<file path="src/rtl/des_pkg.sv">
// DES round sequencer shared types and constants.
// Also holds the S-box tables and their lookup helper.
package des_pkg;

  localparam int NUM_ROUNDS = 16;
  localparam int HALF_W     = 32;
  localparam int SUBKEY_W   = 48;

  typedef enum logic [1:0] {
    IDLE = 2'd0,
    RUN  = 2'd1,
    DONE = 2'd2
  } state_e;

  // One 256-bit word per box: nibble 0 (row 0, col 0) at the MSB.
  localparam logic [0:7][255:0] SBOX = {
    256'hE4D12FB83A6C5907_0F74E2D1A6CB9538_41E8D62BFC973A50_FC8249175B3EA06D,
    256'hF18E6B34972DC05A_3D47F28EC01A69B5_0E7BA4D158C6932F_D8A13F42B67C05E9,
    256'hA09E63F51DC7B428_D709346A285ECBF1_D6498F30B12C5AE7_1AD069874FE3B52C,
    256'h7DE3069A1285BC4F_D8B56F03472C1AE9_A690CB7DF13E5284_3F06A1D8945BC72E,
    256'h2C417AB6853FD0E9_EB2C47D150FA3986_421BAD78F9C5630E_B8C71E2D6F09A453,
    256'hC1AF92680D34E75B_AF427C9561DE0B38_9EF528C3704A1DB6_432C95FABE17608D,
    256'h4B2EF08D3C975A61_D0B7491AE35C2F86_14BDC37EAF680592_6BD814A7950FE23C,
    256'hD2846FB1A93E50C7_1FD8A374C56B0E92_7B419CE206ADF358_21E74A8DFC90356B
  };

  function automatic logic [3:0] sbox_lookup(
    input logic [255:0] tab,
    input logic [5:0]   b
  );
    logic [255:0] t;
    t = tab << {b[5], b[0], b[4:1], 2'b00};
    return t[255:252];
  endfunction

endpackage

</file>
<file path="src/rtl/des_round_sequencer_if.sv">
// Block-in / result-out handshake bundle
// for the DES round sequencer.
interface des_round_sequencer_if;
  import des_pkg::*;

  logic              in_valid;
  logic              in_ready;
  logic [HALF_W-1:0] in_left;
  logic [HALF_W-1:0] in_right;
  logic              decrypt;
  logic              out_valid;
  logic              out_ready;
  logic [HALF_W-1:0] out_left;
  logic [HALF_W-1:0] out_right;

  modport slave (
    input  in_valid, in_left, in_right, decrypt, out_ready,
    output in_ready, out_valid, out_left, out_right
  );

  modport master (
    output in_valid, in_left, in_right, decrypt, out_ready,
    input  in_ready, out_valid, out_left, out_right
  );

endinterface

</file>
<file path="src/rtl/des_feistel.sv">
// DES f-function: expand, key mix, S-boxes, P permutation.
// Purely combinational; DES bit 1 is the MSB of each vector.
module des_feistel
  import des_pkg::*;
(
  input  logic [HALF_W-1:0]   r,
  input  logic [SUBKEY_W-1:0] k,
  output logic [HALF_W-1:0]   f
);

  logic [SUBKEY_W-1:0] e;
  logic [SUBKEY_W-1:0] x;
  logic [HALF_W-1:0]   s;

  assign e = {
    r[0], r[31:27],
    r[28:23], r[24:19],
    r[20:15], r[16:11],
    r[12:7], r[8:3],
    r[4:0], r[31]
  };

  assign x = e ^ k;

  for (genvar i = 0; i < 8; i++) begin : g_sbox
    assign s[31-4*i -: 4] = sbox_lookup(SBOX[i], x[47-6*i -: 6]);
  end

  assign f = {
    s[16], s[25], s[12], s[11],
    s[3],  s[20], s[4],  s[15],
    s[31], s[17], s[9],  s[6],
    s[27], s[14], s[1],  s[22],
    s[30], s[24], s[8],  s[18],
    s[0],  s[5],  s[29], s[23],
    s[13], s[19], s[2],  s[26],
    s[10], s[21], s[28], s[7]
  };

endmodule

</file>
<file path="src/rtl/des_round_sequencer.sv">
// Iterative 16-round DES Feistel sequencer, one round per clock.
// Subkeys are fetched from an external store via key_idx.
module des_round_sequencer
  import des_pkg::*;
(
  input  logic                  clk,
  input  logic                  rst,
  des_round_sequencer_if.slave  bus,
  input  logic                  flush,
  output logic [3:0]            key_idx,
  input  logic [SUBKEY_W-1:0]   round_key,
  output logic                  busy
);

  state_e            st;
  logic [HALF_W-1:0] l_q;
  logic [HALF_W-1:0] r_q;
  logic [HALF_W-1:0] f_out;
  logic [3:0]        cnt;
  logic              mode;
  logic              accept;
  logic              last;

  // flush wins over the input handshake, so never offer ready then
  assign bus.in_ready  = (st == IDLE) && !rst && !flush;
  assign accept        = bus.in_valid && bus.in_ready;
  assign last          = cnt == 4'(NUM_ROUNDS - 1);

  assign bus.out_valid = st == DONE;
  assign bus.out_left  = (st == DONE) ? r_q : '0;
  assign bus.out_right = (st == DONE) ? l_q : '0;
  assign busy          = st == RUN;

  assign key_idx = (st != RUN) ? 4'h0 :
                   mode ? 4'(NUM_ROUNDS - 1) - cnt : cnt;

  des_feistel u_feistel (
    .r (r_q),
    .k (round_key),
    .f (f_out)
  );

  always_ff @(posedge clk or posedge rst) begin
    if (rst) begin
      st   <= IDLE;
      l_q  <= '0;
      r_q  <= '0;
      cnt  <= '0;
      mode <= 1'b0;
    end else if (flush) begin
      st  <= IDLE;
      l_q <= '0;
      r_q <= '0;
      cnt <= '0;
    end else begin
      unique case (st)
        IDLE: begin
          if (accept) begin
            l_q  <= bus.in_left;
            r_q  <= bus.in_right;
            mode <= bus.decrypt;
            cnt  <= '0;
            st   <= RUN;
          end
        end
        RUN: begin
          l_q <= r_q;
          r_q <= l_q ^ f_out;
          // cnt parks at its terminal value instead of wrapping
          if (last) st <= DONE;
          else      cnt <= cnt + 4'd1;
        end
        DONE: begin
          if (bus.out_ready) st <= IDLE;
        end
        default: st <= IDLE;
      endcase
    end
  end

endmodule

</file>
<file path="src/flat_wrapper.sv">
// flat-port wrapper written by rule: the top's interface ports become plain ports
module des_round_sequencer_flat import des_pkg::*;
  (clk, rst, flush, key_idx, round_key, busy, bus_in_valid, bus_in_left, bus_in_right, bus_decrypt, bus_out_ready, bus_in_ready, bus_out_valid, bus_out_left, bus_out_right);
  des_round_sequencer_if bus_i ();
  input  logic clk;
  input  logic rst;
  input  logic flush;
  output logic [3:0] key_idx;
  input  logic [SUBKEY_W-1:0] round_key;
  output logic busy;
  input wire logic [$bits(bus_i.in_valid)-1:0] bus_in_valid;
  input wire logic [$bits(bus_i.in_left)-1:0] bus_in_left;
  input wire logic [$bits(bus_i.in_right)-1:0] bus_in_right;
  input wire logic [$bits(bus_i.decrypt)-1:0] bus_decrypt;
  input wire logic [$bits(bus_i.out_ready)-1:0] bus_out_ready;
  output wire logic [$bits(bus_i.in_ready)-1:0] bus_in_ready;
  output wire logic [$bits(bus_i.out_valid)-1:0] bus_out_valid;
  output wire logic [$bits(bus_i.out_left)-1:0] bus_out_left;
  output wire logic [$bits(bus_i.out_right)-1:0] bus_out_right;
  assign bus_i.in_valid = bus_in_valid;
  assign bus_i.in_left = bus_in_left;
  assign bus_i.in_right = bus_in_right;
  assign bus_i.decrypt = bus_decrypt;
  assign bus_i.out_ready = bus_out_ready;
  assign bus_in_ready = bus_i.in_ready;
  assign bus_out_valid = bus_i.out_valid;
  assign bus_out_left = bus_i.out_left;
  assign bus_out_right = bus_i.out_right;
  des_round_sequencer u_core (.clk(clk), .rst(rst), .bus(bus_i), .flush(flush), .key_idx(key_idx), .round_key(round_key), .busy(busy));
endmodule
</file>
<file path="config.mk">
export PLATFORM = sky130hd
export DESIGN_NAME = des_round_sequencer_flat
export DESIGN_NICKNAME = d
export VERILOG_FILES = /design/src/rtl/des_pkg.sv /design/src/rtl/des_round_sequencer_if.sv /design/src/rtl/des_feistel.sv /design/src/rtl/des_round_sequencer.sv /design/src/flat_wrapper.sv
export SDC_FILE = /design/constraint.sdc
export NUM_CORES = 1
export LEC_CHECK = 0
export ABC_AREA = 1
export CORE_ASPECT_RATIO = 1.25
export CORE_MARGIN = 1.5
export CORE_UTILIZATION = 45
export DETAILED_ROUTE_END_ITERATION = 8
export PLACE_DENSITY = 0.71
export SLEW_MARGIN = 20
export SYNTH_ARGS = -nofsm -noshare
export SYNTH_HDL_FRONTEND = slang
export SYNTH_HIERARCHICAL = 1
export SYNTH_SLANG_ARGS = --single-unit
</file>
<file path="constraint.sdc">
create_clock -name clk -period 4.2 [get_ports clk]
set_clock_uncertainty 0.2 [all_clocks]
set_input_delay 0.63 -clock clk [delete_from_list [all_inputs] [get_ports clk]]
set_output_delay 0.63 -clock clk [all_outputs]
set_load 0.005 [all_outputs]
</file>
======== Word-level counts from Yosys, hierarchy flattened ========
Cells that the tools add are included.
W data, S select, Z words.
cells by class
  add/sub/neg operators ................... 2
  multipliers ............................. 0
  divide/modulo/power cells ............... 0
  order comparisons ....................... 0
  equal/unequal tests ..................... 8
  shift-type cells ........................ 8
  muxes and demuxes ....................... 19
  bitwise logic cells ..................... 3
  reduce and logical (&&, ||, !) cells .... 11
operator list
  operator                   count
  $shl A256 B8 Y256 const A  5
  $shl A255 B8 Y256 const A  2
  $shl A254 B8 Y256 const A  1
  $mux W32                   6
  $pmux W32 S2               2
  $xor A48 B48 Y48           1
  $xor A32 B32 Y32           1
  $mux W4                    5
  $reduce_and A3 Y1          3
  $mux W2                    4
  $pmux W4 S2                1
  $ne A3 B2 Y1 const B       2
  $ne A3 B3 Y1 const B       2
  $pmux W2 S3                1
  $add A4 B1 Y4 const B      1
  $eq A4 B4 Y1 const B       1
  $sub A4 B4 Y4 const A      1
  $logic_and A1 B1 Y1        3
  $reduce_bool A3 Y1         1
  $eq A2 B1 Y1 const B       1
  $eq A2 B2 Y1 const B       1
  $logic_not A1 Y1           2
  $logic_not A2 Y1           1
  $ne A2 B1 Y1 const B       1
  2 further kinds            2
word-level totals
  register bits ........................... 71
  bits in latches ......................... 0
  bits in writable memories ............... 0
  bits in read-only memories .............. 0
  input bits .............................. 118
  memories kept ........................... 0

======== Depth between registers and ports, before layout ========
Gate-level depths: netlist (run 1).
  word-level depth ........................ 7
  gate-level depth with buffers ........... 17
  gate-level depth less buffers ........... 17

======== Cells and area by module ========
The synthesis (run 1) kept the hierarchy.
by module, submodules not included
  module               instances  cells each  area an instance (um^2)  sequential area each (um^2)
  des_feistel          1          1160        5510.3                   0.0
  des_round_sequencer  1          648         4403.0                   1776.7

======== Worst setup path after synthesis (run 1) ========
Ideal clock, no wire load.
  path kind ............................... input -> register
  start ................................... in rst
  end ..................................... reg u_core.cnt[0]
  library setup time ...................... 0.065 ns
  data arrival time ....................... 2.552 ns
  required time ........................... 3.935 ns
  setup slack ............................. 1.384 ns
  cell stages on the path ................. 5
  buffers on the path ..................... 0
  cell sequence ........................... inv_1 > a21oi_1 > nor2_1 > nand2_1 > nand2_1
on the way
  word-level cells in the longest chain between the ends .. 6
ends and longest elaborated chain
  element                            RTL line                   text
  start: declaration                 flat_wrapper.sv:6          input logic rst;
  $logic_not A1 Y1                   des_round_sequencer.sv:25  assign bus.in_ready = (st == IDLE) && !rst && !flush;
  $logic_and A1 B1 Y1 (2 in series)  des_round_sequencer.sv:25
  $logic_and A1 B1 Y1                des_round_sequencer.sv:26  assign accept = bus.in_valid && bus.in_ready;
  $ne A3 B2 Y1 (no line)             --
  $reduce_and A3 Y1 (no line)        --
  end signal: assignment             des_round_sequencer.sv:71  else cnt <= cnt + 4'd1;
  end: declaration                   des_round_sequencer.sv:19  logic [3:0] cnt;
No other way between the ends.
A chain may end at the register's enable or synchronous reset.

======== Worst setup path in the final report (run 1) ========
  start ................................... reg u_core.st[1]
  end ..................................... out bus_out_right[26]
on the way
  word-level cells in the longest chain between the ends .. 2
ends and longest elaborated chain
  element                   RTL line                   text
  start: declaration        des_round_sequencer.sv:15  state_e st;
  start signal: assignment  des_round_sequencer.sv:45  st <= IDLE;
  start signal: assignment  des_round_sequencer.sv:51  st <= IDLE;
  start signal: assignment  des_round_sequencer.sv:63  st <= RUN;
  $eq A2 B2 Y1              des_round_sequencer.sv:31  assign bus.out_right = (st == DONE) ? l_q : '0;
  $mux W32                  des_round_sequencer.sv:31
  end: declaration          flat_wrapper.sv:19         output wire logic [$bits(bus_i.out_right)-1:0] bus_out_right;
No other way between the ends.

==> summary.txt, run 1 <==
Status
  – Status: finished clean

Job
  – Max_cap viols: 0

Clocking
  – CTS Hold Bufs: 0
  – Root Driver: clkbuf_16
  – Clock transition at the registers of the reported paths: around 60 ps
  – Max clock buf depth: 2
  – Total CTS buffers: 9
  – Clock Sinks: just over 70
  – CTS tree: built
  – Clock latency on the worst-skew pair: roughly 340 ps
  – # Post-CTS Setup Buffers: 0
  – Post_cts resized: 0
  – H-tree Lvls: 3

Route
  – Pre-antenna DRT Iters: 7
  – Avg Vias per Cell: between 5 and 6
  – Initial DRC count: about 810
  – DR vias: around 12000
  – DR WL/cell: around 15 µm
  – DRT antenna net count: 0
  – Overall routed net length: about 33000 µm
  – DR DRC count: 0

Floorplan
  – Die height: between 150 and 200 µm
  – Top Ports: between 150 and 200
  – Die Footprint: 22900 µm²
  – Core outline area: between 20000 and 25000 µm²
  – Die Width: 136 µm
  – Placement Rows: 60
  – Starting density of the core: 0.460

Timing
  – Hold Violations, Final: 0
  – Final setup viols: 0
  – Upper clock frequency limit: about 0.32 GHz
  – Crit share post-route: 0.738
  – Setup TNS: 0 ps
  – RSZ-0062 raised after global routing: no
  – Minimum clock period: between 3000 and 4000 ps
  – Max-slew violations: 0
  – Worst rel slew slack: 0.402
  – Worst-Margin Slew: slightly below 900 ps

Worst setup path
  – Crit end category: primary output
  – CP Max Fanout: 34
  – CP Launch Type: flop
  – Required @ worst endpoint: between 3000 and 4000 ps
  – WS Path Type: reg2out
  – Worst Path Arrival: between 2000 and 2500 ps

Global routing
  – Gr ovfl total: 0
  – Vias in the first global route: ~11000
  – Gr usage total: 0.286
  – First-pass GRT wire length: 52900 µm
  – Pin count of the biggest net entering global routing: 65
  – Initial antenna violation count: 0

Synthesis
  – Most common cell in the netlist: nand2_1
  – Post-Syn Instances: 1808
  – Seq/Total Area, Yosys: 0.179
  – Post-synth EDFFs: 0
  – Top post-synthesis cells by count: nand2_1 (889), nand3_1 (272), inv_1 (191), nor2_1 (83), dfrtp_1 (71)
  – Largest cells by area after synthesis: nand2_1 (34%), dfrtp_1 (18%), nand3_1 (14%)
  – Syn Area/Cell: between 5 and 6 µm²
  – Ys flop type: dfrtp_1
  – Mapped Nets: ~2000
  – Post-Syn Area: 9910 µm²
  – Area leader, netlist: nand2_1
  – Post-synth cell types: 30
  – Top-area cell type share of the netlist area: 0.337
  – Synth Register Bits: around 70
  – Post-synthesis async set-or-reset flop share: 1.00
  – Yosys Warn Count: 6

Finish
  – Area growth, synth to finish: 23.0%
  – Final nets: between 2000 and 2500
  – Fin util: 0.566
  – Final instance count without filler cells: about 2200
  – Ant diodes: 0
  – Post-layout instance area: 12200 µm²
  – Layout cells sized above 1: 0.0331

Pwr
  – PwrDens: 352 nW/µm²
  – Lkg Pwr: ~6.5 nW
  – Design Power: approximately 0.0043 W
  – Switching part of the total: 0.487
  – Net Sw Power: 0.00209 W
  – Internal Pwr Total: approximately 0.0022 W
  – Gate power share: 0.594
  – Reg power frac: 0.220
  – Worst VDD drop: between 0.2 and 0.25 mV
  – Clock power share: 0.186

Placed design
  – DP HPWL: around 25000 µm
  – Area post-placement: 11900 µm²
  – Port bufs: approximately 190
  – Gpl congestion: between 0.9 and 1
  – Inst Count DP: about 2200

Hold path
  – Hold Crit Class: reg2reg
logic make-up (layout without fill, tap and decap cells):
family	count (synthesis)	in the layout	synth area share
simple gates	1270	1270	0.523
buf+inv	260	415	0.116
compound gates	79	79	0.0404
flops	71	71	0.179
xor+xnor	65	65	0.0620
fa+ha+maj	63	63	0.0795
final timing paths:
check	slack (ps)	cells after the start	from	endpoint
setup / recovery	1100	6	u_core/st[1]$_DFFE_PP0P_	bus_out_right[26]
hold / removal	330	2	u_core/l_q[10]$_DFFE_PP0P_	u_core/l_q[10]$_DFFE_PP0P_
setup reg to reg	1520	15	u_core/r_q[12]$_DFFE_PP0P_	u_core/r_q[18]$_DFFE_PP0P_
hold reg to reg	330	2	u_core/l_q[10]$_DFFE_PP0P_	u_core/l_q[10]$_DFFE_PP0P_
max in group asynchronous	2270	3	rst	u_core/l_q[11]$_DFFE_PP0P_
min in group asynchronous	510	2	rst	u_core/st[1]$_DFFE_PP0P_
layout by cell type, fill, tap and decap left out, drive strengths merged:
cell,instances
o31ai,1
clkbuf,12
buf,15
clkinvlp,1
bufinv,1
nand4,2
ha,63
clkdlybuf4s50,188
dfrtp,71
clkinv,3
nor3,1
or2,8
nand3,273
inv,195
o211ai,1
xor2,8
xnor2,57
o21ai,69
nor2,84
nand2,902
a21oi,8
critical path, cell delays in order, from the launching register on:
cell and delay, ps:
dfrtp_1 400, inv_2 90, nor2_1 60, inv_2 540
buf_12 270, nor2_1 60, clkdlybuf4s50_1 470
layer usage:
layer	part of all wire	up-vias	track usage	routed length, µm
li1	-	5877	-	-
met1	0.43	5226	0.366	14000
met2	0.49	400	0.509	16000
met3	0.062	42	0.0308	2030
met4	0.020	0	0.0743	667
met5	0	-	0	0
power by group through the flow:
stage | Clock [W] | Sequential, W | Combinational (W)
final | 0.000799 | 0.000942 | 0.00255
after global routing | 0.000844 | 0.000959 | 0.00289
after CTS | 0.000813 | 0.000943 | 0.00253
after detailed placement | 0 | 0.000954 | 0.00252
after global placement | 0 | 0.000951 | 0.00250
after floorplan | 0 | 0.000886 | 0.00192
sequential cells by signal (all words and copies together) (netlist names):
signal and cells:
u_core/l_q 32, u_core/r_q 32, u_core/cnt 4, u_core/st 2
u_core/mode 1
area by class of cell:
cell class,instances,area (µm²)
fill,2244,9350
multi-input combinational,1477,6980
timing repair buffer,203,2040
sequential,71,1780
inverter,197,743
tap,279,349
clock buffer,12,256
clock inverter,3,42.5
metrics by stage:
step / setup slack (ps) / hold slack (ps)
floorplan: 1380 / 284
global placement: 902 / 312
detailed placement: 865 / 315
CTS: 1090 / 330
global route: 1010 / 350
finish: 1100 / 330
(Power assumes the default switching activity.)
==> inputs of run 2 (changes only) <==
Clock period 4.2 ns to 3.1 ns, I/O delays scaled along.
==> summary.txt, run 2 (same netlist as run 1, synthesis figures left out) <==
Pwr
  – Design Power: 0.00597 W (was 0.00429 W)
  – Lkg Pwr: 6.63 nW (was 6.47 nW)
  – PwrDens: 480 nW/µm² (was 352 nW/µm²)
  – Worst VDD drop: 0.298 mV (was 0.235 mV)

Floorplan
  – Die height: 169 µm (unchanged)
  – Core outline area: 21500 µm² (unchanged)
  – Top Ports: 189 (unchanged)
  – Die Footprint: 22900 µm² (unchanged)
  – Die Width: 136 µm (unchanged)
  – Starting density of the core: 0.460 (unchanged)
  – Placement Rows: 60 (unchanged)

Worst setup path
  – Worst Path Arrival: 2100 ps (was 2270 ps)
  – Required @ worst endpoint: 2430 ps (was 3370 ps)
  – WS Path Type: reg2out (unchanged)
  – Crit end category: primary output (unchanged)
  – CP Launch Type: flop (unchanged)
  – CP Max Fanout: 55 (was 34)

Clocking
  – H-tree Lvls: 3 (unchanged)
  – Clock transition at the registers of the reported paths: 70 ps (was 60 ps)
  – Clock Sinks: 71 (unchanged)
  – # Post-CTS Setup Buffers: 0 (unchanged)
  – CTS tree: built (unchanged)
  – Max clock buf depth: 2 (unchanged)
  – CTS Hold Bufs: 0 (unchanged)
  – Clock latency on the worst-skew pair: 360 ps (was 340 ps)
  – Total CTS buffers: 9 (unchanged)
  – Root Driver: clkbuf_16 (unchanged)
  – Post_cts resized: 0 (unchanged)

Job
  – Max_cap viols: 0 (unchanged)

Global routing
  – First-pass GRT wire length: 53000 µm (was 52900 µm)
  – Pin count of the biggest net entering global routing: 65 (unchanged)
  – Initial antenna violation count: 1 (was 0)
  – Gr usage total: 0.288 (was 0.286)
  – Vias in the first global route: 10700 (about the same)
  – Gr ovfl total: 0 (unchanged)

Timing
  – Worst-Margin Slew: 1070 ps (was 891 ps)
  – Final setup viols: 0 (unchanged)
  – Minimum clock period: approximately 2800 ps
  – Hold Violations, Final: 0 (unchanged)
  – Worst rel slew slack: 0.283 (was 0.402)
  – Final worst slack: 336 ps (was 1100 ps)
  – Max-slew violations: 0 (unchanged)
  – Worst hold slack: 291 ps (was 330 ps)
  – Upper clock frequency limit: roughly 0.36 GHz
  – Crit share post-route: 0.892
  – RSZ-0062 raised after global routing: no (unchanged)
  – Setup TNS: 0 ps (unchanged)

Finish
  – Most common cell after layout, fill and taps aside: nand2_1 (unchanged)
  – Ant diodes: 0 (unchanged)
  – Layout fillers: 2252 (was 2244)
  – Final nets: 2171 (was 2140)
  – Layout cells sized above 1: 0.0491 (was 0.0331)
  – Sequential Area: 1780 µm² (unchanged)
  – Multi-input logic area: 6980 µm² (unchanged)
  – Area growth, synth to finish: 25.6% (was 23.0%)
  – Biggest regs: u_core/l_q: 32 flops, u_core/r_q: 32 flops, u_core/cnt: 4 flops (unchanged)
  – Final instance count without filler cells: 2274 (was 2242)
  – Commonest non-fill, non-tap cells in the layout: nand2_1 (889), nand3_1 (272), inv_1 (189) (unchanged)

Route
  – DRT antenna net count: 0 (unchanged)
  – Avg Vias per Cell: 5.14 (was 5.15)
  – Overall routed net length: 33100 µm (was 32700 µm)
  – DR vias: 11700 (was 11500)
  – Initial DRC count: 879 (was 814)
  – DR DRC count: 0 (unchanged)
  – Pre-antenna DRT Iters: 5 (was 7)
  – DR WL/cell: 14.6 µm (about the same)

Placed design
  – DP HPWL: 25200 µm (was 24900 µm)
  – Gpl congestion: 0.936 (was 0.956)
  – Inst Count DP: 2258 (was 2227)
  – Port bufs: 188 (unchanged)
  – Post-place setup slack: 83.0 ps (was 865 ps)

Status
  – Status: finished clean (unchanged)

Hold path
  – Hold Crit Class: in2async (was reg2reg)
==> run 2: routing by layer <==
layer  GRT usage  share of wire  up-vias
li1            -              -     5928
met1       0.356           0.43     5322
met2       0.509           0.49      367
met3      0.0386          0.051       58
met4      0.0996          0.029        2
met5           0        0.00051        -
==> run 2: per-stage QoR <==
stage / utilization / instance area, µm²
CTS: 0.578 / 12400
global route: 0.578 / 12400
global placement: 0.564 / 12100
floorplan: - / 9910
finish: 0.578 / 12400
detailed placement: 0.564 / 12100
==> run 2: power by group <==
part           switching (W)  internal, W
registers           0.000214      0.00105
logic                0.00223      0.00136
clock network       0.000464     0.000648
==> run 2: final cells by class <==
type	count	area share
multi-input combinational	1477	0.561
timing repair buffer	234	0.184
sequential	71	0.143
inverter	197	0.0597
tap	279	0.0280
clock buffer	10	0.0192
clock inverter	6	0.00543
==> run 2: worst paths after layout <==
| check | slack [ps] | cells after the start | end | from |
|---|---|---|---|---|
| worst max-delay path | 340 | 5 | bus_out_left[22] | u_core/st[0]$_DFFE_PP0P_ |
| worst min-delay path | 290 | 2 | u_core/st[1]$_DFFE_PP0P_ | rst |
| worst max register to register | 480 | 15 | u_core/r_q[24]$_DFFE_PP0P_ | u_core/r_q[12]$_DFFE_PP0P_ |
| worst min register to register | 330 | 2 | u_core/l_q[13]$_DFFE_PP0P_ | u_core/l_q[13]$_DFFE_PP0P_ |
| max in group asynchronous | 1660 | 3 | u_core/l_q[11]$_DFFE_PP0P_ | rst |
| min in group clk | 330 | 2 | u_core/l_q[13]$_DFFE_PP0P_ | u_core/l_q[13]$_DFFE_PP0P_ |
==> run 2: worst max-delay path, cell delays in order (launching register included) <==
cell	delay (ps)
dfrtp_1	430
nor2_1	200
inv_2	130
buf_12	200
nor2_1	180
clkdlybuf4s50_1	530
